**config.mk**
```make
export PLATFORM = sky130hd
export DESIGN_NAME = i2s_slave_receiver
export DESIGN_NICKNAME = d
export VERILOG_FILES = /design/src/rtl/i2s_slave_receiver.sv
export SDC_FILE = /design/constraint.sdc
export NUM_CORES = 1
export LEC_CHECK = 0
export ABC_AREA = 1
export BUFFER_PORTS_ARGS = -buffer_cell sky130_fd_sc_hd__buf_2
export CAP_MARGIN = 20
export CORE_MARGIN = 2
export CORE_UTILIZATION = 50
export CTS_CLUSTER_SIZE = 10
export DETAILED_ROUTE_END_ITERATION = 7
export GPL_ROUTABILITY_DRIVEN = 0
export PLACE_DENSITY = 0.7
export SLEW_MARGIN = 20
export SYNTH_ARGS = -nofsm -noshare
export SYNTH_HDL_FRONTEND = slang
export SYNTH_SLANG_ARGS = --single-unit
export TNS_END_PERCENT = 50
```
**constraint.sdc**
```tcl
create_clock -name clk -period 6.55 [get_ports clk]
set_input_delay 1.31 -clock clk [delete_from_list [all_inputs] [get_ports clk]]
set_output_delay 1.31 -clock clk [all_outputs]
set_load 0.02 [all_outputs]
```
**src/rtl/i2s_slave_receiver.sv**
```systemverilog
// I2S slave receiver: oversamples BCLK/LRCLK/SDATA on clk and delivers left/right sample pairs.
// Optional macro I2S_RX_SYNC_EN adds two-flop input synchronisers ahead of the edge register.
module i2s_slave_receiver #(
    parameter int unsigned DATA_W = 12,
    parameter int unsigned CNT_W  = 6
) (
    input  logic              clk,
    input  logic              rst,
    input  logic              enable,
    input  logic              BCLK,
    input  logic              LRCLK,
    input  logic              SDATA,
    output logic [DATA_W-1:0] leftAudio,
    output logic [DATA_W-1:0] rightAudio,
    output logic              frameValid,
    output logic              RightNLeft,
    output logic              shortSlot
);

    localparam logic [CNT_W-1:0] CNT_MAX = '1;
    localparam logic [CNT_W-1:0] DW_C    = CNT_W'(DATA_W);

    typedef enum logic [1:0] {
        ST_IDLE = 2'd0,
        ST_SYNC = 2'd1,
        ST_RUN  = 2'd2
    } state_t;

    logic w_bclk;
    logic w_lr;
    logic w_sd;

`ifdef I2S_RX_SYNC_EN
    logic [1:0] r_bclk_sync;
    logic [1:0] r_lr_sync;
    logic [1:0] r_sd_sync;

    always_ff @(posedge clk or negedge rst) begin
        if (!rst) begin
            r_bclk_sync <= '0;
            r_lr_sync   <= '0;
            r_sd_sync   <= '0;
        end else begin
            r_bclk_sync <= {r_bclk_sync[0], BCLK};
            r_lr_sync   <= {r_lr_sync[0], LRCLK};
            r_sd_sync   <= {r_sd_sync[0], SDATA};
        end
    end

    assign w_bclk = r_bclk_sync[1];
    assign w_lr   = r_lr_sync[1];
    assign w_sd   = r_sd_sync[1];
`else
    assign w_bclk = BCLK;
    assign w_lr   = LRCLK;
    assign w_sd   = SDATA;
`endif

    // Edge register: LRCLK and SDATA share the BCLK stage so they stay aligned with the edge.
    logic r_bclk_cur;
    logic r_bclk_prev;
    logic r_lr_cur;
    logic r_sd_cur;

    always_ff @(posedge clk or negedge rst) begin
        if (!rst) begin
            r_bclk_cur  <= 1'b0;
            r_bclk_prev <= 1'b0;
            r_lr_cur    <= 1'b0;
            r_sd_cur    <= 1'b0;
        end else begin
            r_bclk_cur  <= w_bclk;
            r_bclk_prev <= r_bclk_cur;
            r_lr_cur    <= w_lr;
            r_sd_cur    <= w_sd;
        end
    end

    state_t            r_state;
    logic [CNT_W-1:0]  r_cnt;
    logic [DATA_W-1:0] r_shift;
    logic              r_lr_prev;
    logic              r_lr_vld;
    logic              r_have_left;
    logic              r_en_prev;

    logic              w_edge;
    logic              w_lr_chg;
    logic [CNT_W-1:0]  w_cnt_nxt;
    logic              w_run_wr;
    logic [CNT_W-1:0]  w_run_pos;
    logic [CNT_W-1:0]  w_chg_pos;
    logic              w_chg_wr;
    logic              w_short;
    logic [DATA_W-1:0] w_bit_vec;
    logic [DATA_W-1:0] w_word;

    assign w_edge    = r_bclk_cur & ~r_bclk_prev;
    assign w_lr_chg  = r_lr_cur ^ r_lr_prev;
    assign w_cnt_nxt = (r_cnt == CNT_MAX) ? r_cnt : r_cnt + CNT_W'(1);
    assign w_bit_vec = {{(DATA_W-1){1'b0}}, r_sd_cur};

    // Bits at counts 1..DATA_W land MSB-first; count 0 is the I2S delay bit.
    assign w_run_wr  = (w_cnt_nxt != '0) && (w_cnt_nxt <= DW_C);
    assign w_run_pos = DW_C - w_cnt_nxt;

    // On the LRCLK change edge the sampled bit completes a slot that is still short of DATA_W.
    assign w_chg_wr  = (r_cnt < DW_C);
    assign w_chg_pos = DW_C - CNT_W'(1) - r_cnt;
    assign w_short   = (r_cnt < (DW_C - CNT_W'(1)));
    assign w_word    = w_chg_wr ? (r_shift | (w_bit_vec << w_chg_pos)) : r_shift;

    always_ff @(posedge clk or negedge rst) begin
        if (!rst) begin
            r_state     <= ST_IDLE;
            r_cnt       <= '0;
            r_shift     <= '0;
            r_lr_prev   <= 1'b0;
            r_lr_vld    <= 1'b0;
            r_have_left <= 1'b0;
            r_en_prev   <= 1'b0;
            leftAudio   <= '0;
            rightAudio  <= '0;
            frameValid  <= 1'b0;
            RightNLeft  <= 1'b0;
            shortSlot   <= 1'b0;
        end else begin
            frameValid <= 1'b0;
            r_en_prev  <= enable;
            if (enable && !r_en_prev) begin
                shortSlot <= 1'b0;
            end

            if (!enable) begin
                r_state     <= ST_IDLE;
                r_lr_vld    <= 1'b0;
                r_have_left <= 1'b0;
            end else begin
                case (r_state)
                    ST_IDLE: begin
                        r_state     <= ST_SYNC;
                        r_lr_vld    <= 1'b0;
                        r_have_left <= 1'b0;
                    end
                    // First edge only records LRCLK, so a slot already in progress is never used.
                    ST_SYNC: begin
                        if (w_edge) begin
                            r_lr_prev <= r_lr_cur;
                            r_lr_vld  <= 1'b1;
                            if (r_lr_vld && w_lr_chg) begin
                                r_cnt       <= '0;
                                r_shift     <= '0;
                                r_have_left <= 1'b0;
                                RightNLeft  <= r_lr_cur;
                                r_state     <= ST_RUN;
                            end
                        end
                    end
                    ST_RUN: begin
                        if (w_edge) begin
                            r_lr_prev <= r_lr_cur;
                            if (w_lr_chg) begin
                                if (r_lr_prev) begin
                                    rightAudio  <= w_word;
                                    frameValid  <= r_have_left;
                                    r_have_left <= 1'b0;
                                end else begin
                                    leftAudio   <= w_word;
                                    r_have_left <= 1'b1;
                                end
                                if (w_short) begin
                                    shortSlot <= 1'b1;
                                end
                                r_shift    <= '0;
                                r_cnt      <= '0;
                                RightNLeft <= r_lr_cur;
                            end else begin
                                r_cnt <= w_cnt_nxt;
                                if (w_run_wr) begin
                                    r_shift <= r_shift | (w_bit_vec << w_run_pos);
                                end
                            end
                        end
                    end
                    default: r_state <= ST_IDLE;
                endcase
            end
        end
    end

endmodule

```
# After elaboration in Yosys (flattened, before gate mapping)
# Index checks and enable logic that the tools add are counted.
dict set report classes {
  n_reduce_logical 17
  n_bitwise 6
  addsub 3
  n_shift 2
  mux 43
  n_lt_le_gt_ge 3
  n_eq_ne 15
}
# operator n
set ops {}
lappend ops {{12-bit 2-to-1 mux} 6}
lappend ops {{6-bit 2-to-1 mux} 5}
lappend ops {{12-bit bitwise OR} 2}
lappend ops {{12-bit case mux with 2 select lines} 1}
lappend ops {{1-bit by 6-bit left shift with 12-bit output} 2}
lappend ops {{1-bit 2-to-1 mux} 23}
lappend ops {{5-bit AND reduction} 4}
lappend ops {{3-bit inequality test, second input constant} 5}
lappend ops {{6-bit by 4-bit < comparator with 1-bit output, second input constant} 2}
lappend ops {{6-bit case mux with 2 select lines} 1}
lappend ops {{6-bit AND reduction} 2}
lappend ops {{4-bit by 6-bit subtractor with 6-bit output, first input constant} 2}
lappend ops {{2-bit inequality test, second input constant} 5}
lappend ops {{6-bit by 1-bit adder with 6-bit output, second input constant} 1}
lappend ops {{6-bit equality test, second input constant} 1}
lappend ops {{6-bit by 4-bit <= comparator with 1-bit output, second input constant} 1}
lappend ops {{2-bit 2-to-1 mux} 3}
lappend ops {{2-bit case mux with 3 select lines} 1}
lappend ops {{3-bit AND reduction} 2}
lappend ops {{6-bit nonzero test} 1}
lappend ops {{4-bit by 1-bit inequality test with 1-bit output, second input constant} 1}
lappend ops {{1-bit case mux with 2 select lines} 2}
lappend ops {{1-bit logical AND} 3}
lappend ops {{3-bit by 1-bit inequality test with 1-bit output, second input constant} 1}
lappend ops {{other kinds (11)} 12}
dict set report word_totals {
  elab_cells 105
  output_inout_bits 27
  ff_bits 55
  inputBits 6
}

# Depth between registers and ports, before layout
# Gate-level depths: netlist of the first run.
dict set report depth {
  word_depth 9
  mapped_depth 15
  mapped_depth_nobuf 15
}

# Least setup slack after synthesis of the first run
# OpenSTA, ideal clock, no wires.
dict set report synth_path {
  path_type {input-to-reg}
  start {input enable}
  end {register rightAudio[0]}
  t_required_ns 6.423
  setup_slack_ns 3.930
  arrival_time_ns 2.493
  stages 7
  setup_time_ns 0.127
  path_cell_list {buf_4 nand2_2 nor3_1 inv_2 buf_6 nand2_1 o21ai_0}
}
dict set report synth_via {
  elab_chain_len 1
}
# element line
set synth_rtl {}
lappend synth_rtl {{from (decl)} 9} ;# input logic enable,
lappend synth_rtl {{5-bit AND reduction (no line)} n/a}
lappend synth_rtl {{to (signal assigned)} 164} ;# rightAudio <= w_word;
lappend synth_rtl {{to (decl)} 14} ;# output logic [DATA_W-1:0] rightAudio,
# No other way between the ends.
# A chain may end at the register's enable or synchronous reset.

# Worst setup path after layout of the first run
dict set report layout_path {
  start {input enable}
  end {register rightAudio[5]}
}
# Same word-level chain as after synthesis.

==> results of run 1 <==
[critical path: stages]
cell	delay (ps)
buf_2	180
nand2_2	110
nor3_1	720
inv_2	300
nand2_1	120
o21ai_0	80
[state kept, by name (all words and copies together) (netlist names), 2 cells and up]
signal,cells
r_cnt,6
r_shift,12
leftAudio,12
r_state,2
rightAudio,12
[power by group through the flow]
stage                     clock, uW  sequential [uW]  combinational [uW]
after floorplan                   0              592                 627
after global placement            0              545                 854
after detailed placement          0              547                 873
after CTS                       237              540                 878
after global routing            250              556                 991
final                           232              540                 875
[area by class of cell]
class / instances / area share
Clock buffer: 5 / 0.02147
Clock inverter: 3 / 0.01444
Inverter: 57 / 0.06674
Multi-Input combinational cell: 229 / 0.3876
Sequential cell: 55 / 0.4294
Tap cell: 72 / 0.02810
Timing Repair Buffer: 33 / 0.05230
[through the flow]
| stage | area (um^2) | worst slack, ps | instances | total power (uW) | util |
|---|---|---|---|---|---|
| final | 3206 | 3909 | 454 | 1646 | 0.5786 |
| after global routing | 3206 | 3727 | 454 | 1797 | 0.5786 |
| after CTS | 3206 | 3913 | 454 | 1655 | 0.5786 |
| after detailed placement | 3090 | 3608 | 446 | 1420 | 0.5578 |
| after global placement | 3090 | 3738 | 446 | 1399 | 0.5578 |
| after floorplan | 2870 | 3930 | 347 | 1219 | - |
[path summary, 6_finish.rpt]
check / startpoint / endpoint / slack (ps) / cells past startpoint
min in group asynchronous: rst / leftAudio[8] / 1110 / 2
min: r_bclk_cur / r_bclk_prev / 390 / 0
max: enable / rightAudio[5] / 3910 / 6
min reg2reg: r_bclk_cur / r_bclk_prev / 390 / 0
max in group asynchronous: rst / r_lr_cur / 4980 / 2
max reg2reg: r_cnt[1] / r_shift[4] / 4040 / 14
[cells in the final DEF, fill, tap and decap left out, types with 7 or more instances in the layout]
master   synthesis  final
a21oi_1         14     14
buf_2            3     32
dfrtp_1         55     55
ha_1             8      8
inv_1           49     49
inv_2            7      7
nand2_1         85     85
nand2_2         15     15
nand3_1         20     20
nand4_1         13     13
nor2_1          12     12
o21ai_0         23     23
[kinds of logic after synthesis]
logic type / synth area share
AO/OA/AOI/OAI: 0.1264
AND/OR/NAND/NOR: 0.2716
flip-flops: 0.4795
buffers and inverters: 0.08762
adder cells (fa/ha/maj): 0.03487
[routing by layer]
layer	track usage	routed length [um]
met5	0	0
met3	0.03620	197
met2	0.3134	2666
met1	0.2718	2790
met4	0.05085	54
==> impl_results.md, run 1 <==
- DRC viols: 0
- Antenna violations before repair: 0
- Starting Density: 0.5181
- Fin. max-slew vios: 0
- Die W: 79.77 um
- Worst Setup End Kind: register
- Fin crit period: 2641 ps
- Max-Cap Viols: 0
- Chip height: 79.77 um
- Initial DRT Pass Iterations: 4
- Die Area: 0.006362 mm^2
- Switching Power: 796.4 uW
- Seq/Total Area, Yosys: 0.4795
- Area leader, netlist: dfrtp_1
- Largest fanout on the critical path: 18
- Share of power burned in registers: 0.328
- Post-synth EDFFs: 0
- Via density: 5.081
- Max Clock Freq: 378.7 MHz
- Area of the multi-input gates: 0.001242 mm^2
- Share of cells above drive strength 1: 0.2094
- Post-Synthesis Cells: 347
- FF+latch area: 0.001376 mm^2
- Warnings from Yosys: 0
- Post-Route WL: 5.708 mm
- Worst-margin pin slew: 876.4 ps
- CTS tree: built
- Synth area leaders: dfrtp_1 (48%), nand2_1 (11%), inv_1 (6.4%), o21ai_0 (4.0%), ha_1 (3.5%)
- Hold Path Class: register to register
- First-pass GRT wire length: 9.735 mm
- Max_slew headroom: 0.4113
- Status: finished clean
- Clk pwr share: 0.141
- FP Rows: 27
- CTS root buf: clkbuf_8
- Final setup fails: 0
- Switching Share: 0.4838
- Required time worst endpoint: 6740 ps
- Area delta synth->final: 11.68%
- Final hold slack: 388.5 ps
- Max clock buf depth: 2
- Setup tns final: 0 ps
- Endpoints failing hold: 0
- Placed wire-length estimate: 4.295 mm
- Drt wl/cell: 12.57 um
- Count of cell types in the netlist: 35
- Worst-Skew Late Latency: 310 ps
- Yosys top cell area share: 0.4795
- Post CTS Setup Buffer Count: 0
- Syn Nets: 361
- Vias in the first global route: 2111
- Async set or reset register ratio after synthesis: 1.000
- CTS H-tree depth: 2
- GRT Util Overall: 0.1945
- Port Buffers: 32
- # hold bufs at CTS: 0
- Setup Skew: 7.134 ps
- CTS Buf Count: 5
- Top-count cell post-synth: nand2_1
- Synth cell count leaders: nand2_1 (85), dfrtp_1 (55), inv_1 (49)
- P_int: 849.8 uW
- Cell Area, Synth: 0.002870 mm^2
- P_leak: 0.001656 uW
- Routed Antenna Nets: 0
- Core box area: 0.005540 mm^2
- Post-CTS resize count: 0
- Final period util: 0.4032
- I/O pins: 33
- CTS Sinks: 55
- RSZ-0062 raised after global routing: false
- # fillers: 525
- Flops & latches, synth: 55
- Most used DFF post-synth: dfrtp_1
- VDD IR max: 0.0002966 V
- PD cells: 513.5 mW/mm^2
- Critical path class: primary input to register
- Avg Inst Size Synth: 8.272 um^2
- Worst setup SP type: primary input
- Gate power share: 0.531
- Clk pin slew, worst setup/hold paths: 100 ps
- Largest net degree at the start of global routing: 56
- Nets@finish: 395
- Detailed-route via count: 2307
- DR iter-0 viols: 95
- Remaining global-route overflow: 0
- CP arrival: 2830 ps
- Antenna diodes: 0
(Power assumes the default switching activity.)
==> run 2: changes to the inputs <==
- ABC_AREA: 1 -> 0
- PLACE_DENSITY: 0.7 -> 0.73
- clock period: 6.55 -> 2.3 ns (I/O delays scaled with it)
==> run 2 against run 1 <==
  * Flip-flop and latch count unchanged
  * Via count up 1.0%
  * Combinational power increased by 42%
  * Routed wire length increased by 12%
  * Clock skew grew 1.1 ps
  * Critical path depth is 4 higher
  * Critical path type is now register to register
==> impl_results.md, run 2 <==
- DRC viols: 0
- Worst slack, placed: 44.88 ps
- Fin. max-slew vios: 0
- Worst setup SP type: register
- Port Buffers: 32
- R2r endpoint: r_shift[6]
- Post-synthesis compound-gate area fraction: 0.2015
- I/O pins: 33
- Starting Density: 0.5226
- Max clock buf depth: 2
- R2R Path Start: r_cnt[1]
- Count of cell types in the netlist: 58
- Commonest cells after routing, fill and taps aside: dfrtp_1 (55), a21oi_1 (34), buf_2 (32)
- Placed cells: 401
- WHS Path Cells: 1
- Fin crit period: 2176 ps
- Vias in the first global route: 2217
- Worst path top cell family by delay: compound AO/OA/AOI/OAI gates
- Seq/Total Area, Yosys: 0.4725
- Post-synth EDFFs: 0
- Xor/xnor cell area share of the yosys netlist: 0.02019
- Worst Hold Endpoint: r_sd_cur
- Detailed-route via count: 2330
- Multiplexer area fraction after synthesis: 0.02405
- Finished Cell Area: 0.003431 mm^2
- CP peak stage delay: 430 ps
- # fillers: 476
- Max_slew headroom: 0.5377
- Largest fanout on the critical path: 5
- Area delta synth->final: 17.78%
- Antenna diodes: 0
- Post-Synth Adder-Cell Area: 0.03436
- Remaining global-route overflow: 0
- Die W: 80.33 um
- Endpoints failing hold: 0
- CTS Sinks: 55
- Nets@finish: 356
- Regs by FF count: leftAudio x12, r_shift x12, rightAudio x12
- Worst Setup End Kind: register
- Simple-Gate Fraction of Synth Area: 0.2040
- HP Start: SDATA
- Main combinational cell family by area after synthesis: simple AND/OR/NAND/NOR gates
- Critical path class: register to register
- Synth cell count leaders: dfrtp_1 (55), a21oi_1 (34), nor2_1 (30)
- Flops & latches, synth: 55
- CP bufs+invs: 3
- CTS Buf Count: 5
- Required time worst endpoint: 2540 ps
- Max Clock Freq: 459.6 MHz
- P_leak: 0.001577 uW
- Final period util: 0.9461
- CTS root buf: clkbuf_8
- Avg Inst Size Synth: 9.975 um^2
- Drt wl/cell: 15.38 um
- Yosys top cell area share: 0.4725
- DR iter-0 viols: 192
- CTS tree: built
- Routed Antenna Nets: 0
- Core box area: 0.005574 mm^2
- Die Area: 0.006452 mm^2
- Status: finished clean
- Final worst slack: 124.0 ps
- Final setup fails: 0
- Depth of the worst register-to-register path: 10
- Area after DPL: 0.003233 mm^2
- FP Rows: 27
- Max-Cap Viols: 0
- Post-Route WL: 6.381 mm
- CP Cell Sequence: ha_4, buf_6, nor2b_4, a211oi_4, buf_4, a211oi_2, a41oi_2, buf_4, nand4_1, o21ai_1
- Top-count cell post-synth: dfrtp_1
- Worst-Skew Late Latency: 310 ps
- GRT Util Overall: 0.2088
- Synth area leaders: dfrtp_1 (47%), a21oi_1 (5.8%), nor2_1 (3.9%), nand2_1 (3.6%), ha_1 (3.4%)
- Post-Synthesis Cells: 292
- Cell Area, Synth: 0.002913 mm^2
- Clk pin slew, worst setup/hold paths: 100 ps
- Placed wire-length estimate: 4.622 mm
- Most common cell on crit path: buf_4
- Hold Path Class: primary input to register
- Area leader, netlist: dfrtp_1
- Initial DRT Pass Iterations: 4
- Via density: 5.614
- Commonest non-fill, non-tap cell in the layout: dfrtp_1
- VDD IR max: 0.0004358 V
- Warnings from Yosys: 0
- Non-filler cells, final: 415
- Antenna violations before repair: 0
- Reg2Reg Setup Slack: 120 ps
- Async set or reset register ratio after synthesis: 1.000
- Most used DFF post-synth: dfrtp_1
- Worst-margin pin slew: 693.5 ps
- Syn Nets: 306
- Chip height: 80.33 um
- PD cells: 900.3 mW/mm^2
- Setup Skew: 8.241 ps
- CTS H-tree depth: 2
- Setup tns final: 0 ps
- First-pass GRT wire length: 10.58 mm
- Share of cells above drive strength 1: 0.2974
- Largest net degree at the start of global routing: 56
- CP arrival: 2410 ps
- Slowest CP cell: dfrtp_1
-- run 2: cell types whose count changed after synthesis, sizes merged, moves of 5 or more --
cell    delta
nand2     -73
inv       -47
a21oi     +17
nand3     -14
nor2      +11
o21ai     -10
clkbuf     +8
nand4      -6
nor2b      +6
o31ai      +6
nor3b      +5
o22ai      -5
-- run 2: routing by layer --
metal,up-vias,track usage,wire (um)
met4,0,0.05254,72
met3,9,0.03596,298
li1,1150,-,-
met5,-,0,0
met2,58,0.3383,3025
met1,1113,0.2906,2984
-- run 2: how the worst max path moves through the flow --
stage                        start  depth (start not counted)  slack, ps          end
after floorplan           r_cnt[0]                          9         40  r_shift[11]
after global placement    r_cnt[0]                          8        100   r_shift[8]
after detailed placement  r_cnt[0]                          8         40   r_shift[9]
after CTS                 r_cnt[0]                          8         20   r_shift[9]
after global routing      r_cnt[2]                         10        -40   r_shift[3]
final                     r_cnt[1]                         10        120   r_shift[6]
-- run 2: cell families (layout without fill, tap and decap cells) --
| family | after synthesis | in the layout |
|---|---|---|
| compound gates | 87 | 87 |
| xor+xnor | 5 | 5 |
| fa+ha+maj | 8 | 8 |
| buf+inv | 25 | 76 |
| flops | 55 | 55 |
| mux | 5 | 5 |
| simple gates | 107 | 107 |
-- run 2: timing repair --
action                                  in CTS  in global routing
hold buffers                                 0                  0
endpoints found under the setup margin       0                 15
endpoints found under the hold margin        0                  0
gates resized for setup                      0                 12
buffers inserted                             0                  6
-- run 2: power by group --
| group | total [uW] | switching [uW] | internal, uW |
|---|---|---|---|
| Combinational | 1240 | 770 | 473 |
| Clock | 542 | 321 | 220 |
| Sequential | 1300 | 125 | 1180 |
| Total | 3090 | 1220 | 1870 |
-- run 2: final cells by class --
| class | instances | area, um^2 | area share |
|---|---|---|---|
| Sequential cell | 55 | 1376 | 0.4012 |
| Tap cell | 72 | 90.09 | 0.02626 |
| Clock buffer | 5 | 68.82 | 0.02006 |
| Timing Repair Buffer | 59 | 366.6 | 0.1069 |
| Multi-Input combinational cell | 212 | 1471 | 0.4289 |
| Inverter | 9 | 33.78 | 0.009847 |
| Clock inverter | 3 | 23.77 | 0.006929 |
-- run 2: through the flow --
stage               hold slack, ps    util  power (uW)
CTS                          246.0  0.5966        3069
detailed placement           376.4  0.5800        2525
global route                 236.1  0.6155        3302
finish                       250.8  0.6155        3089
floorplan                    164.4       -        2120
global placement             375.5  0.5800        2494
